`src/rtl/acia_pkg.sv`:
```
// Shared ACIA types and constants: receiver state encoding, default bit timing
// (115200 bps at 16 MHz) and frame length.
package acia_pkg;

  typedef enum logic [1:0] {
    IDLE  = 2'd0,
    START = 2'd1,
    DATA  = 2'd2,
    STOP  = 2'd3
  } rx_state_t;

  localparam int ACIA_SCW       = 8;
  localparam int ACIA_SYM_CNT   = 139;
  localparam int ACIA_DATA_BITS = 8;

  function automatic logic maj3(input logic a, input logic b, input logic c);
    return (a & b) | (a & c) | (b & c);
  endfunction

endpackage

```
`src/rtl/acia_rx_sync.sv`:
```
// Two-flop synchroniser for the async rx pin plus a delay flop that turns the
// synchronised level into a one-cycle falling-edge pulse. Idles high.
module acia_rx_sync (
  input  logic clk,
  input  logic reset,
  input  logic rx_serial,
  output logic rx_s,
  output logic rx_fall
);

  logic meta_q;
  logic sync_q;
  logic dly_q;

  always_ff @(posedge clk or posedge reset) begin
    if (reset) begin
      meta_q <= 1'b1;
      sync_q <= 1'b1;
      dly_q  <= 1'b1;
    end else begin
      meta_q <= rx_serial;
      sync_q <= meta_q;
      dly_q  <= sync_q;
    end
  end

  assign rx_s    = sync_q;
  assign rx_fall = ~sync_q & dly_q;

endmodule

```
`src/rtl/acia_rx.sv`:
```
// ACIA 8N1 serial receiver with mid-bit sampling. Build option RX_MAJORITY_EN
// takes each bit as the 2-of-3 vote of the samples at rcnt==2,1,0.
module acia_rx
  import acia_pkg::*;
#(
  parameter int SCW     = ACIA_SCW,
  parameter int SYM_CNT = ACIA_SYM_CNT
) (
  input  logic       clk,
  input  logic       reset,
  input  logic       rx_serial,
  output logic [7:0] rx_dat,
  output logic       rx_stb,
  output logic       rx_err,
  output logic       rx_busy
);

  localparam logic [SCW-1:0] RC_FULL = SCW'(SYM_CNT);
  localparam logic [SCW-1:0] RC_HALF = SCW'(SYM_CNT >> 1);
  localparam logic [SCW-1:0] RC_ONE  = SCW'(1);
  localparam logic [2:0]     BC_LAST = 3'(ACIA_DATA_BITS - 1);

  logic rx_s;
  logic rx_fall;
  logic bit_val;

  rx_state_t      state_q, state_d;
  logic [SCW-1:0] rcnt_q, rcnt_d;
  logic [2:0]     bcnt_q, bcnt_d;
  logic [7:0]     sr_q, sr_d;
  logic [7:0]     dat_q, dat_d;
  logic           err_q, err_d;
  logic           stb_q, stb_d;

  acia_rx_sync u_sync (
    .clk       (clk),
    .reset     (reset),
    .rx_serial (rx_serial),
    .rx_s      (rx_s),
    .rx_fall   (rx_fall)
  );

`ifdef RX_MAJORITY_EN
  // hist_q[1] holds rx_s from the rcnt==2 cycle, hist_q[0] from rcnt==1.
  logic [1:0] hist_q;

  always_ff @(posedge clk or posedge reset) begin
    if (reset) hist_q <= 2'b11;
    else       hist_q <= {hist_q[0], rx_s};
  end

  assign bit_val = maj3(hist_q[1], hist_q[0], rx_s);
`else
  assign bit_val = rx_s;
`endif

  always_ff @(posedge clk or posedge reset) begin
    if (reset) begin
      state_q <= IDLE;
      rcnt_q  <= '0;
      bcnt_q  <= '0;
      sr_q    <= '0;
      dat_q   <= '0;
      err_q   <= 1'b0;
      stb_q   <= 1'b0;
    end else begin
      state_q <= state_d;
      rcnt_q  <= rcnt_d;
      bcnt_q  <= bcnt_d;
      sr_q    <= sr_d;
      dat_q   <= dat_d;
      err_q   <= err_d;
      stb_q   <= stb_d;
    end
  end

  always_comb begin
    state_d = state_q;
    rcnt_d  = rcnt_q;
    bcnt_d  = bcnt_q;
    sr_d    = sr_q;
    dat_d   = dat_q;
    err_d   = err_q;
    stb_d   = 1'b0;
    if (state_q != IDLE && rcnt_q != '0) rcnt_d = rcnt_q - RC_ONE;
    case (state_q)
      IDLE: begin
        if (rx_fall) begin
          state_d = START;
          rcnt_d  = RC_HALF;
        end
      end
      START: begin
        // A high start-bit sample means the edge was only a glitch.
        if (rcnt_q == '0) begin
          if (!bit_val) begin
            state_d = DATA;
            rcnt_d  = RC_FULL;
            bcnt_d  = BC_LAST;
          end else begin
            state_d = IDLE;
          end
        end
      end
      DATA: begin
        if (rcnt_q == '0) begin
          sr_d   = {bit_val, sr_q[7:1]};
          rcnt_d = RC_FULL;
          if (bcnt_q == 3'd0) state_d = STOP;
          else                bcnt_d  = bcnt_q - 3'd1;
        end
      end
      STOP: begin
        if (rcnt_q == '0) begin
          dat_d   = sr_q;
          err_d   = ~bit_val;
          stb_d   = 1'b1;
          state_d = IDLE;
        end
      end
      default: state_d = IDLE;
    endcase
  end

  assign rx_dat  = dat_q;
  assign rx_err  = err_q;
  assign rx_stb  = stb_q;
  assign rx_busy = (state_q != IDLE);

endmodule
```
`config.mk`:
```
export PLATFORM = sky130hd
export DESIGN_NAME = acia_rx
export DESIGN_NICKNAME = d
export VERILOG_FILES = /design/src/rtl/acia_pkg.sv /design/src/rtl/acia_rx_sync.sv /design/src/rtl/acia_rx.sv
export SDC_FILE = /design/constraint.sdc
export NUM_CORES = 1
export LEC_CHECK = 0
export CORE_MARGIN = 5
export CORE_UTILIZATION = 55
export DETAILED_ROUTE_END_ITERATION = 12
export GPL_TIMING_DRIVEN = 0
export PLACE_DENSITY = 0.84
export SLEW_MARGIN = 10
export SYNTH_ARGS = -nofsm -noshare
export SYNTH_HDL_FRONTEND = slang
export SYNTH_SLANG_ARGS = --single-unit
```
`constraint.sdc`:
```
create_clock -name clk -period 2.8 [get_ports clk]
set_clock_uncertainty 0.1 [all_clocks]
set_input_delay 0.56 -clock clk [delete_from_list [all_inputs] [get_ports clk]]
set_output_delay 0.56 -clock clk [all_outputs]
set_load 0.02 [all_outputs]
```
[After elaboration in Yosys (flattened, before gate mapping)]
Index checks and enable logic that the tools add are counted.
Operators by class
  $add $sub $neg: 2
  mux-type cells: 20
  multiply operators: 0
  $lt $le $gt $ge: 0
  equal/unequal tests: 10
  div/mod/pow operators: 0
  bitwise logic cells: 2
  shifts and indexed selects: 0
  reduce and logical (&&, ||, !) cells: 11
Operators with widths (number)
  $mux W8: 5
  $pmux W8 S3: 1
  $ne A2 B2 Y1 const B: 7
  $mux W2: 6
  $mux W3: 4
  $reduce_and A5 Y1: 2
  $logic_not A8 Y1: 1
  $pmux W2 S4: 1
  $reduce_bool A8 Y1: 1
  $sub A8 B1 Y8 const B: 1
  $pmux W3 S2: 1
  $eq A2 B2 Y1 const B: 2
  $reduce_and A2 Y1: 2
  $reduce_bool A2 Y1: 2
  $logic_not A3 Y1: 1
  $sub A3 B1 Y3 const B: 1
  $eq A2 B1 Y1 const B: 1
  $logic_not A2 Y1: 1
  $mux W1: 2
  $and A1 B1 Y1: 1
  $logic_and A1 B1 Y1: 1
  $not A1 Y1: 1
Word-level totals
  bits of input ports: 3
  memory bits (read-only): 0
  output and inout port bits: 11
  RAM bits: 0
  bits in latches: 0
  memories kept: 0
  bits in registers: 34
  word-level logic and storage cells: 55

[Logic depth before layout (Yosys ltp)]
Gate-level depths: netlist of run 1.
  word-level depth: 6
  gate-level depth with buffers: 7
  depth with buffers taken out: 6

[Modules after synthesis]
A second synthesis of run 1 with hierarchy kept.
Second synthesis, totals
  cells, all modules: 134
  area total of the unflattened synthesis: 1611.5 µm²
Modules (own cells, without submodules)
  acia_rx: area an instance 1515.2 µm², seq. area each 775.7 µm², times used 1, cells each 129
  acia_rx_sync: area an instance 96.3 µm², seq. area each 78.8 µm², times used 1, cells each 5

[Worst setup path after synthesis of run 1]
No wires, ideal clock.
  path type: flip-flop to flip-flop
  from: register rcnt_q[0]
  to: register dat_q[0], in the netlist rx_dat[0]
  slack: 863 ps
  stages on the path, launching flop included: 8
  library setup time: 125 ps
  buffers on the path: 1
  period minus slack after synthesis: 1937 ps
  required time: 2575 ps
  data arrival time: 1712 ps
  cell sequence: dfrtp_1 inv_1 ha_1 nor3b_2 and2_4 and3_4 buf_12 mux2_4
On the way
  cells in the longest elaborated chain, start to end: 2
RTL lines
  start: declaration: line acia_rx.sv:28  | logic [SCW-1:0] rcnt_q, rcnt_d;
  start signal: assignment: line acia_rx.sv:68  | rcnt_q <= rcnt_d;
  $logic_not A8 Y1: line acia_rx.sv:114  | if (rcnt_q == '0) begin
  $reduce_and A2 Y1 (no source line)
  end signal: assignment: line acia_rx.sv:71  | dat_q <= dat_d;
  end: declaration: line acia_rx.sv:31  | logic [7:0] dat_q, dat_d;
No other way between the ends.
A chain may end at the register's enable or synchronous reset.

==> reports/summary.txt, run 1 <==
====================================================================================
Starting density of the core                                                   55.8%
Launch instance of the worst register-to-register path                  rcnt_q[0]$_DFF_PP0_
Width of the chip                                                       64.9 microns
Number of global-route vias before repair                                       1084
Total negative slack for setup checks                                           0 ps
Worst hold path type                                                    flip-flop to flip-flop
Crit path largest cell delay                                                  560 ps
Post-synthesis instance total                                                    126
Area of the core                                                          2980 sq um
Total instance count after detailed placement                                    172
Remaining routing DRC violations                                                   0
Switching portion of total power                                               35.6%
Sequence of cells on the critical path                                  buf_2 > nor2_1 > inv_1 > clkdlybuf4s50_1
Finished Layout Cells                                                            180
Unrepaired setup endpoints after global routing                                   no
Crit-path slowest cell                                                  clkdlybuf4s50_1
Critical Path Source Type                                                  flip-flop
Sequential Power Share                                                         48.1%
Part of the Yosys area used for sequential elements                            51.5%
Leading cell types in the layout, fill and taps excluded                31 x dfrtp_1, 17 x mux2_4, 13 x clkdlybuf4s50_1
Largest driver fanout on the critical path                                        10
Summed area of non-filler cells in the final layout                       1890 sq um
Clock transition at the registers of the reported paths                        90 ps
Setup slack of the most critical reg-to-reg path                              610 ps
Most common cell after layout, fill and taps aside                           dfrtp_1
Routed Antenna Nets                                                                0
Commonest register cell after synthesis                                      dfrtp_1
Total via count after detailed routing                                          1063
Port bufs                                                                         13
Sort of element at the end of the critical path                           output pin
Routed len/inst                                                         16.0 microns
P_int                                                                         884 uW
Total count of max-transition violations in the final report                       0
HPWL reported at the end of detailed placement                          2000 microns
Flip-flop and latch area                                                   855 sq um
Fin. Hold Viols                                                                    0
Final routed wirelength across all metal layers                         2880 microns
Number of primary I/O pins                                                        14
Post-Synthesis Cell Area                                                  1660 sq um
Post-route clock period utilization                                            86.4%
Classification of the worst setup path                                  flip-flop to output pin
Filler Cell Count                                                                242
Pin count of the biggest net entering global routing                              35
Count of maximum capacitance violations                                            0
Critical path data required time                                             2140 ps
Via density                                                                     5.91
Arrival time of data at the critical path endpoint                           1760 ps
R2R cell count                                                                     7
Area of the die                                                           4220 sq um
Number of inserted diodes                                                          0
Clk network pwr share                                                          20.5%
Hold Path Depth                                                                    0
Maximum buffer depth of the clock tree                                             2
Count of H-tree levels built during CTS                                            2
Die height                                                              64.9 microns
Number of setup buffers added after CTS                                            0
End of the worst hold path                                              u_sync.rx_s$_DFF_PP1_
Clock Latency Late Sink                                                       340 ps
Share of synthesized flip-flops with an asynchronous set or reset               100%
Number of distinct library cells after synthesis                                  42
Capturing point of the worst reg2reg path                               rx_dat[7]$_DFFE_PP0P_
Number of iterations in the first detailed-routing pass                            4
Power density relative to cell area                                      726 nW/um^2
Initial antenna violation count                                                    0
Standby leakage power                                                       0.875 nW
Total congestion overflow                                                          0
Worst IR Drop VDD                                                             463 uV
Root Driver                                                                 clkbuf_4
Minimum clock period                                                         2420 ps
Number of storage elements in the synthesis netlist                               34
Worst slew margin relative to its limit                                        54.8%
Total number of yosys warnings                                                     0
Clock tree from TritonCTS                                                        yes
Worst path bufs/invs                                                               3
GRT Resource Usage Total                                                       15.6%
Clock net sink count                                                              34
Number of DRC markers in iteration 0                                              82
Part of the total power dissipated in combinational logic                      31.5%
Number of hold buffers added after CTS                                             0
Area added between synthesis and finish                                        13.9%
Clock buffer count from CTS                                                        5
Post-synthesis average cell area                                          13.2 sq um
Start point of the worst hold path                                      u_sync.meta_q$_DFF_PP1_
Slew at the pin with the worst max-slew slack                                 678 ps
Cell area reported after detailed placement                               1830 sq um
Result of the run                                                       finished clean
Synthesized net count                                                            133
Worst path top cell family by delay                                     buffers and inverters
Weighted congestion at the end of routability-driven global placement          0.849
Post-cts repair resize count                                                       0
Number of placement rows                                                          20
Maximum operating frequency                                                  413 MHz
Fraction of layout instances using a drive strength above 1                    26.5%
Global-route wire length before repair                                  4980 microns
Number of enable flip-flop cells after synthesis                                   0
Fin nets                                                                         153
Multi-input gate area in the final layout                                  739 sq um
Number of setup violations in the final report                                     0
Switching Power                                                               489 uW
====================================================================================
## state kept, by name, indices dropped and copies added, names as in the netlist, named ones only
name,count
rcnt_q,8
rx_dat,8
sr_q,8
bcnt_q,3
rx_err,1
rx_stb,1
state_q,1
u_sync.dly_q,1
u_sync.meta_q,1
u_sync.rx_s,1
## power groups by stage
stage | sequential (mW) | combinational, mW | clock [mW]
6_report | 0.660 | 0.432 | 0.281
5_1_grt | 0.672 | 0.482 | 0.314
4_1_cts | 0.659 | 0.435 | 0.289
3_5_place_dp | 0.669 | 0.426 | 0
3_3_place_gp | 0.664 | 0.401 | 0
2_1_floorplan | 0.653 | 0.328 | 0
## area by class of cell
type,instances,share of cell area (%)
Timing Repair Buffer,13,6.88
Clock inverter,1,0.265
Sequential cell,34,45.2
Buffer,3,1.92
Inverter,8,1.59
Tap cell,33,2.18
Clock buffer,7,2.91
Multi-Input combinational cell,81,39.1
## cell usage after synthesis (all sizes together), types with 4 or more instances
cell,count,area [sq um]
dfrtp,31,776
mux2,17,255
inv,8,30.0
nand2,8,46.3
a21oi,5,25.0
ha,4,50.1
## kinds of logic after synthesis
logic type	after synthesis	synth area share, %
and+or+nand+nor	37	15.7
AOI/OAI and AO/OA	18	7.69
xor gates and xnor gates	3	1.58
DFF	34	51.5
muxes	19	16.6
buffers and inverters	11	3.99
adders and majority gates	4	3.01
## worst max path at each step
stage / startpoint / endpoint / cells past startpoint
after floorplan: rcnt_q[0]$_DFF_PP0_ / rx_dat[0]$_DFFE_PP0P_ / 7
after global placement: reset / bcnt_q[2]$_DFFE_PP0P_ / 2
after detailed placement: reset / bcnt_q[0]$_DFFE_PP0P_ / 2
after CTS: flip-flop / rx_busy / 4
after global routing: flip-flop / rx_busy / 4
final: flip-flop / rx_busy / 4
## stage by stage
step | total power [mW] | setup slack [ps] | hold WS (ps) | util, %
finish | 1.37 | 380 | 261 | 63.5
global route | 1.47 | 290 | 272 | 63.5
CTS | 1.38 | 359 | 263 | 63.5
detailed placement | 1.09 | 624 | 249 | 61.5
global placement | 1.06 | 682 | 247 | 61.5
floorplan | 0.981 | 863 | 245 | -
## per-layer routing
metal  wire (microns)  GRT usage [%]
met1             1270           18.1
met2             1430           26.8
met3              124           4.16
met4               59           7.12
met5                0              0
No activity file was read; power rests on OpenSTA's default activity.
==> run 2, diff against run 1 <==
Settings changed: CTS_CLUSTER_SIZE from default to 30.
==> results of run 2 <==
The final DEF is identical to that of run 1; final timing and power are the same.
==> run 3, diff against run 2 <==
==> constraint.sdc (replaced) <==
create_clock -name clk -period 2.8 [get_ports clk]
set_clock_uncertainty 0.1 [all_clocks]
set_input_delay 0.42 -clock clk [delete_from_list [all_inputs] [get_ports clk]]
set_output_delay 0.42 -clock clk [all_outputs]
set_load 0.02 [all_outputs]
==> results of run 3 <==
Same layout as run 1 (identical final DEF). Status: finished clean.
Among the figures that moved: setup slack after placement 624 ps -> 635 ps; setup slack after layout 380 ps -> 520 ps
